$ cat src/rtl/deser_pkg.sv
// Shared types and defaults for the deserializer word-alignment block.
package deser_pkg;

    typedef enum logic [1:0] {
        HUNT   = 2'd0,
        VERIFY = 2'd1,
        LOCKED = 2'd2
    } align_state_e;

    localparam int unsigned            DEF_WORD_W = 10;
    localparam logic [DEF_WORD_W-1:0]  DEF_COMMA  = 10'b0011111010;

endpackage

$ cat src/rtl/sync_fifo.sv
// Synchronous FIFO, power-of-two depth, head word combinationally visible at out_dat.
// Latency: an entry pushed at edge N is presented at the head in the cycle after edge N.
// Backpressure: push_rdy is low only when full with no pop in the same cycle.
module sync_fifo #(
    parameter int unsigned WIDTH = 11,
    parameter int unsigned DEPTH = 4
) (
    input  logic             clk,
    input  logic             rst_n,
    input  logic             push_vld,
    input  logic [WIDTH-1:0] push_dat,
    output logic             push_rdy,
    input  logic             pop_rdy,
    output logic             out_vld,
    output logic [WIDTH-1:0] out_dat,
    output logic             full
);

    localparam int unsigned AW = (DEPTH > 1) ? $clog2(DEPTH) : 1;

    logic [AW:0]      wr_ptr_q, wr_ptr_d;
    logic [AW:0]      rd_ptr_q, rd_ptr_d;
    logic [WIDTH-1:0] mem_q [DEPTH];
    logic             empty;
    logic             do_pop;
    logic             do_push;

    // Extra pointer MSB distinguishes full from empty when the indices coincide.
    assign empty    = (wr_ptr_q == rd_ptr_q);
    assign full     = (wr_ptr_q[AW] != rd_ptr_q[AW]) &&
                      (wr_ptr_q[AW-1:0] == rd_ptr_q[AW-1:0]);
    assign do_pop   = pop_rdy && !empty;
    assign push_rdy = !full || do_pop;
    assign do_push  = push_vld && push_rdy;

    always_comb begin
        wr_ptr_d = wr_ptr_q;
        rd_ptr_d = rd_ptr_q;
        if (do_push) begin
            wr_ptr_d = wr_ptr_q + 1'b1;
        end
        if (do_pop) begin
            rd_ptr_d = rd_ptr_q + 1'b1;
        end
    end

    always_ff @(posedge clk or negedge rst_n) begin
        if (!rst_n) begin
            wr_ptr_q <= '0;
            rd_ptr_q <= '0;
        end else begin
            wr_ptr_q <= wr_ptr_d;
            rd_ptr_q <= rd_ptr_d;
        end
    end

    always_ff @(posedge clk) begin
        if (do_push) begin
            mem_q[wr_ptr_q[AW-1:0]] <= push_dat;
        end
    end

    assign out_vld = !empty;
    assign out_dat = empty ? '0 : mem_q[rd_ptr_q[AW-1:0]];

endmodule

$ cat src/rtl/deser_align_ctrl.sv
// Serial-to-word aligner: hunts for a comma, verifies frame spacing, then buffers data words.
// Latency: a word completed at edge N is valid at the output in the cycle after edge N.
// Backpressure: word_valid/word_ready handshake; words arriving to a full buffer are dropped and flagged.
module deser_align_ctrl
    import deser_pkg::*;
#(
    parameter int unsigned       WORD_W      = DEF_WORD_W,
    parameter logic [WORD_W-1:0] COMMA       = WORD_W'(DEF_COMMA),
    parameter int unsigned       FRAME_WORDS = 8,
    parameter int unsigned       LOCK_CNT    = 3,
    parameter int unsigned       LOSS_CNT    = 4,
    parameter int unsigned       FIFO_DEPTH  = 4
) (
    input  logic              clk,
    input  logic              rst_n,
    input  logic              serial_in,
    output logic [WORD_W-1:0] word_out,
    output logic              word_sof,
    output logic              word_valid,
    input  logic              word_ready,
    output logic              locked,
    output logic              overflow
);

    localparam int unsigned BIT_W  = $clog2(WORD_W);
    localparam int unsigned IDX_W  = (FRAME_WORDS > 1) ? $clog2(FRAME_WORDS) : 1;
    localparam int unsigned GOOD_W = $clog2(LOCK_CNT + 1);
    localparam int unsigned MISS_W = $clog2(LOSS_CNT + 1);

    localparam logic [BIT_W-1:0]  BIT_LAST  = BIT_W'(WORD_W - 1);
    localparam logic [IDX_W-1:0]  IDX_LAST  = IDX_W'(FRAME_WORDS - 1);
    localparam logic [GOOD_W-1:0] GOOD_LAST = GOOD_W'(LOCK_CNT - 1);
    localparam logic [MISS_W-1:0] MISS_LAST = MISS_W'(LOSS_CNT - 1);

    align_state_e      state_q, state_d;
    // The oldest bit of the word-wide shift register is never examined, so only
    // WORD_W-1 history bits are kept; the full register value is cand.
    logic [WORD_W-2:0] sr_q, sr_d;
    logic [BIT_W-1:0]  bit_cnt_q, bit_cnt_d;
    logic [IDX_W-1:0]  word_idx_q, word_idx_d;
    logic [GOOD_W-1:0] good_cnt_q, good_cnt_d;
    logic [MISS_W-1:0] miss_cnt_q, miss_cnt_d;
    logic              overflow_q, overflow_d;

    logic [WORD_W-1:0] cand;
    logic              is_comma;
    logic              word_done;
    logic [IDX_W-1:0]  idx_nxt;
    logic              push_vld;
    logic              push_sof;
    logic              push_rdy;
    logic              fifo_full;
    logic [WORD_W:0]   fifo_out;

    assign cand      = {sr_q, serial_in};
    assign sr_d      = cand[WORD_W-2:0];
    assign is_comma  = (cand == COMMA) || (cand == ~COMMA);
    assign word_done = (bit_cnt_q == BIT_LAST);
    assign idx_nxt   = (word_idx_q == IDX_LAST) ? '0 : word_idx_q + 1'b1;

    always_comb begin
        state_d    = state_q;
        bit_cnt_d  = bit_cnt_q;
        word_idx_d = word_idx_q;
        good_cnt_d = good_cnt_q;
        miss_cnt_d = miss_cnt_q;
        push_vld   = 1'b0;
        push_sof   = 1'b0;

        case (state_q)
            HUNT: begin
                if (is_comma) begin
                    state_d    = VERIFY;
                    bit_cnt_d  = '0;
                    word_idx_d = '0;
                    good_cnt_d = GOOD_W'(1);
                    miss_cnt_d = '0;
                end
            end

            VERIFY: begin
                bit_cnt_d = word_done ? '0 : bit_cnt_q + 1'b1;
                if (word_done) begin
                    word_idx_d = idx_nxt;
                    if (idx_nxt == '0) begin
                        if (is_comma) begin
                            good_cnt_d = good_cnt_q + 1'b1;
                            if (good_cnt_q == GOOD_LAST) begin
                                state_d    = LOCKED;
                                miss_cnt_d = '0;
                            end
                        end else begin
                            state_d    = HUNT;
                            bit_cnt_d  = '0;
                            word_idx_d = '0;
                            good_cnt_d = '0;
                        end
                    end
                end
            end

            LOCKED: begin
                bit_cnt_d = word_done ? '0 : bit_cnt_q + 1'b1;
                if (word_done) begin
                    word_idx_d = idx_nxt;
                    if (idx_nxt == '0) begin
                        if (is_comma) begin
                            miss_cnt_d = '0;
                        end else if (miss_cnt_q == MISS_LAST) begin
                            state_d    = HUNT;
                            bit_cnt_d  = '0;
                            word_idx_d = '0;
                            good_cnt_d = '0;
                            miss_cnt_d = '0;
                        end else begin
                            miss_cnt_d = miss_cnt_q + 1'b1;
                        end
                    end else if (!is_comma) begin
                        // A comma landing in a data slot is noise: dropped silently.
                        push_vld = 1'b1;
                        push_sof = (idx_nxt == IDX_W'(1));
                    end
                end
            end

            default: begin
                state_d = HUNT;
            end
        endcase
    end

    // Sticky until reset; a same-cycle pop frees room, so only a refused push counts.
    assign overflow_d = overflow_q | (push_vld & ~push_rdy);

    always_ff @(posedge clk or negedge rst_n) begin
        if (!rst_n) begin
            state_q    <= HUNT;
            sr_q       <= '0;
            bit_cnt_q  <= '0;
            word_idx_q <= '0;
            good_cnt_q <= '0;
            miss_cnt_q <= '0;
            overflow_q <= 1'b0;
        end else begin
            state_q    <= state_d;
            sr_q       <= sr_d;
            bit_cnt_q  <= bit_cnt_d;
            word_idx_q <= word_idx_d;
            good_cnt_q <= good_cnt_d;
            miss_cnt_q <= miss_cnt_d;
            overflow_q <= overflow_d;
        end
    end

    sync_fifo #(
        .WIDTH (WORD_W + 1),
        .DEPTH (FIFO_DEPTH)
    ) u_out_fifo (
        .clk      (clk),
        .rst_n    (rst_n),
        .push_vld (push_vld),
        .push_dat ({push_sof, cand}),
        .push_rdy (push_rdy),
        .pop_rdy  (word_ready),
        .out_vld  (word_valid),
        .out_dat  (fifo_out),
        .full     (fifo_full)
    );

    assign word_sof = fifo_out[WORD_W];
    assign word_out = fifo_out[WORD_W-1:0];
    assign locked   = (state_q == LOCKED);
    assign overflow = overflow_q;

endmodule

$ cat config.mk
export PLATFORM = sky130hd
export DESIGN_NAME = deser_align_ctrl
export DESIGN_NICKNAME = d
export VERILOG_FILES = /design/src/rtl/deser_pkg.sv /design/src/rtl/sync_fifo.sv /design/src/rtl/deser_align_ctrl.sv
export SDC_FILE = /design/constraint.sdc
export NUM_CORES = 1
export LEC_CHECK = 0
export BUFFER_PORTS_ARGS = -buffer_cell sky130_fd_sc_hd__buf_4
export CORE_MARGIN = 3
export CORE_UTILIZATION = 60
export DETAILED_ROUTE_END_ITERATION = 6
export PLACE_DENSITY = 0.76
export SKIP_CTS_REPAIR_TIMING = 1
export SYNTH_ARGS = -nofsm -noshare
export SYNTH_HDL_FRONTEND = slang
export SYNTH_SLANG_ARGS = --single-unit
$ cat constraint.sdc
create_clock -name clk -period 2.7 [get_ports clk]
set_input_delay 0.54 -clock clk [delete_from_list [all_inputs] [get_ports clk]]
set_output_delay 0.54 -clock clk [all_outputs]
set_load 0.01 [all_outputs]
==> impl_metrics.env <==
export IMPL_synth_cells=221
export IMPL_status="complete, no violations"
export IMPL_wl_per_cell_um=16.4
export IMPL_placementRows=26
export IMPL_synthTopCellsByArea="edfxtp_1 40%, dfrtp_1 22%, mux4_2 7.4%"
export IMPL_finalSetupViolCount=0
export IMPL_drt_iter0_drc=84
export IMPL_post_route_drc_count=0
export IMPL_post_route_period_util_pct=91.4
export IMPL_h_tree_depth=3
export IMPL_synth_top_area_share_pct=39.6
export IMPL_ys_warnings_count=0
export IMPL_track_usage_pct=19.2
export IMPL_clk_latency_ps=330
export IMPL_finalCriticalPeriod_ps=2470
export IMPL_clk_pin_slew_ps=70
export IMPL_clock_skew_ps=8.77
export IMPL_start_kind="flop"
export IMPL_clock_fmax_mhz=405
export IMPL_async_flop_share_pct=40.5
export IMPL_yosysSeqAreaShare_pct=62.1
export IMPL_synth_seq_cells=74
export IMPL_grt_max_degree=31
export IMPL_max_slew_worst_pin_slew_ps=679
export IMPL_rsz0062_at_grt="false"
export IMPL_finalNetCount=268
export IMPL_relSlewSlack_pct=54.3
export IMPL_endpoint_kind="flop"
export IMPL_cts_tree="built"
export IMPL_drtPass1Iterations=4
export IMPL_hp_class="input port to asynchronous set/reset pin"
export IMPL_crit_type="flop to flop"
export IMPL_fin_setup_tns_ps=0
export IMPL_numCtsBuffers=9
export IMPL_port_buffers=17
export IMPL_post_drt_via_cell_ratio=5.70
export IMPL_place_hpwl_um=3800
export IMPL_synth_ff_type="edfxtp_1"
export IMPL_ant_nets=0
export IMPL_fp_coreArea_um2=5240
export IMPL_netlist_area_um2=3340
export IMPL_synth_cell_types=50
export IMPL_timing_hold_ws_ps=125
export IMPL_critPathRequiredTime_ps=2720
export IMPL_gp_congestion=0.903
export IMPL_initial_core_util_pct=63.7
export IMPL_wirelength_um=5310
export IMPL_arrival_ps=2490
export IMPL_die_y_um=80.6
export IMPL_synthToLayoutAreaGrowth_pct=11.9
export IMPL_max_cap_viol_count=0
export IMPL_grt_pass1_wl_um=9270
export IMPL_die_w_um=80.6
export IMPL_pin_count=18
export IMPL_cts_root_buf="clkbuf_8"
export IMPL_first_global_vias=1932
export IMPL_synthesis_nets=240
export IMPL_cts_sinks=74
export IMPL_drive_above_1_share_pct=24.4
export IMPL_report_final_slew_viol_count=0
export IMPL_hold_viol_final=0
export IMPL_die_area_um2=6490
export IMPL_p_per_area_nw_per_um2=729
export IMPL_antenna_found_initial=0
export IMPL_leakage_nw=1.48
export IMPL_vias=1848
export IMPL_worstPathMaxFanout=11
export IMPL_antenna_cells=0
export IMPL_avgSynthCellArea_um2=15.1
export IMPL_cts_buffer_depth=2
export IMPL_max_vdd_ir_drop_v=0.000363
export IMPL_grt_overflow=0
export IMPL_synth_edf_count=44
export IMPL_yosys_area_top_type="edfxtp_1"
## kinds of logic (layout without fill, tap and decap cells)
logic type | after synthesis | in the layout | synth area share, %
DFF | 74 | 74 | 62.1
adders and majority gates | 15 | 15 | 5.62
and+or+nand+nor | 58 | 58 | 11.6
xor gates and xnor gates | 7 | 7 | 1.84
muxes | 18 | 18 | 9.79
buffers and inverters | 21 | 54 | 2.70
AOI/OAI and AO/OA | 28 | 28 | 6.37
## Yosys cell counts (2+ instances only)
| cell | n |
|---|---|
| a31oi_1 | 3 |
| and2_1 | 3 |
| clkbuf_1 | 4 |
| o31ai_1 | 2 |
| inv_1 | 13 |
| mux2_1 | 3 |
| nor2_1 | 7 |
| dfrtp_1 | 30 |
| buf_2 | 3 |
| nor3b_1 | 2 |
| edfxtp_1 | 44 |
| mux2_2 | 4 |
| nand2_1 | 8 |
| a21boi_0 | 2 |
| nor3_1 | 3 |
| mux4_2 | 11 |
| ha_1 | 15 |
| a21oi_1 | 3 |
| a21o_1 | 3 |
| xnor2_1 | 6 |
| nor4_1 | 3 |
| nor2b_1 | 12 |
| nand3_1 | 5 |
| o21ai_0 | 5 |
| or4_1 | 2 |
## critical path: stages, from the launching register on
cell     delay (ps)
dfrtp_1         410
ha_1            220
ha_1            280
inv_1            80
o21ai_0          80
or4b_4          520
nor2_2          210
and2_1          150
buf_4           200
## sequential cells by signal, indices dropped and copies added, names as in the netlist, 2 cells and up
register / cells
u_out_fifo.mem_q: 44
u_out_fifo.rd_ptr_q: 3
sr_q: 9
good_cnt_q: 2
bit_cnt_q: 4
miss_cnt_q: 3
word_idx_q: 3
state_q: 2
u_out_fifo.wr_ptr_q: 3
## cells in the final DEF (no fill, tap or decap), drive strengths merged, types with 2 or more instances in the layout
cell | synthesis | routed
a21boi | 2 | 2
a21o | 3 | 3
a21oi | 3 | 3
a31oi | 3 | 3
and2 | 3 | 3
buf | 4 | 25
clkbuf | 4 | 11
clkinv | 0 | 4
dfrtp | 30 | 30
edfxtp | 44 | 44
ha | 15 | 15
inv | 13 | 13
mux2 | 7 | 7
mux4 | 11 | 11
nand2 | 8 | 8
nand3 | 5 | 5
nand3b | 2 | 2
nor2 | 8 | 8
nor2b | 12 | 12
nor3 | 3 | 3
nor3b | 3 | 3
nor4 | 4 | 4
o21ai | 6 | 6
o31ai | 2 | 2
o41ai | 2 | 2
or4 | 2 | 2
xnor2 | 6 | 6
## report_power, final
group	internal (mW)	switching, mW	leakage (nW)
clock network	0.331	0.372	0.0831
logic	0.400	0.316	0.628
registers	1.25	0.0570	0.769
total	1.98	0.744	1.48
## metal layers
metal  part of all wire, %  track usage, %  up-vias
met1                    42            23.7      927
met3                   3.2            4.37        6
met5                     0               0        -
met4                   1.1            6.25        0
met2                    53            33.3       29
li1                      -               -      886
## cell type report
type                       instances  area, um2
clock inverter                     5       31.3
tap                               70       87.6
clock buffer                      11        131
timing repair buffer              25        188
fill                             340       1500
sequential                        74       2070
inverter                          13       48.8
multi-input combinational        126       1170
## worst paths after layout
path / startpoint / to / slack (ps) / cells past startpoint
max: word_idx_q[0] / u_out_fifo.mem_q[2][6] / 230 / 8
min: rst_n / bit_cnt_q[0] / 120 / 1
max reg2reg: word_idx_q[0] / u_out_fifo.mem_q[2][6] / 230 / 8
min reg2reg: overflow / overflow / 470 / 1
max in group asynchronous: rst_n / sr_q[4] / 2290 / 1
min in group clk: serial_in / sr_q[0] / 380 / 1
## metrics by stage
| step | utilization (%) | cell area [um2] | power, mW | setup WS (ps) | std cells |
|---|---|---|---|---|---|
| finish | 71.3 | 3730 | 2.72 | 233 | 324 |
| global route | 71.3 | 3730 | 2.87 | 58.8 | 324 |
| CTS | 71.3 | 3730 | 2.76 | 210 | 324 |
| detailed placement | 68.2 | 3570 | 2.06 | 217 | 308 |
| global placement | 68.2 | 3570 | 2.05 | 278 | 308 |
| floorplan | - | 3340 | 1.79 | 215 | 221 |
Note: power is estimated with default switching activity, not from simulation.
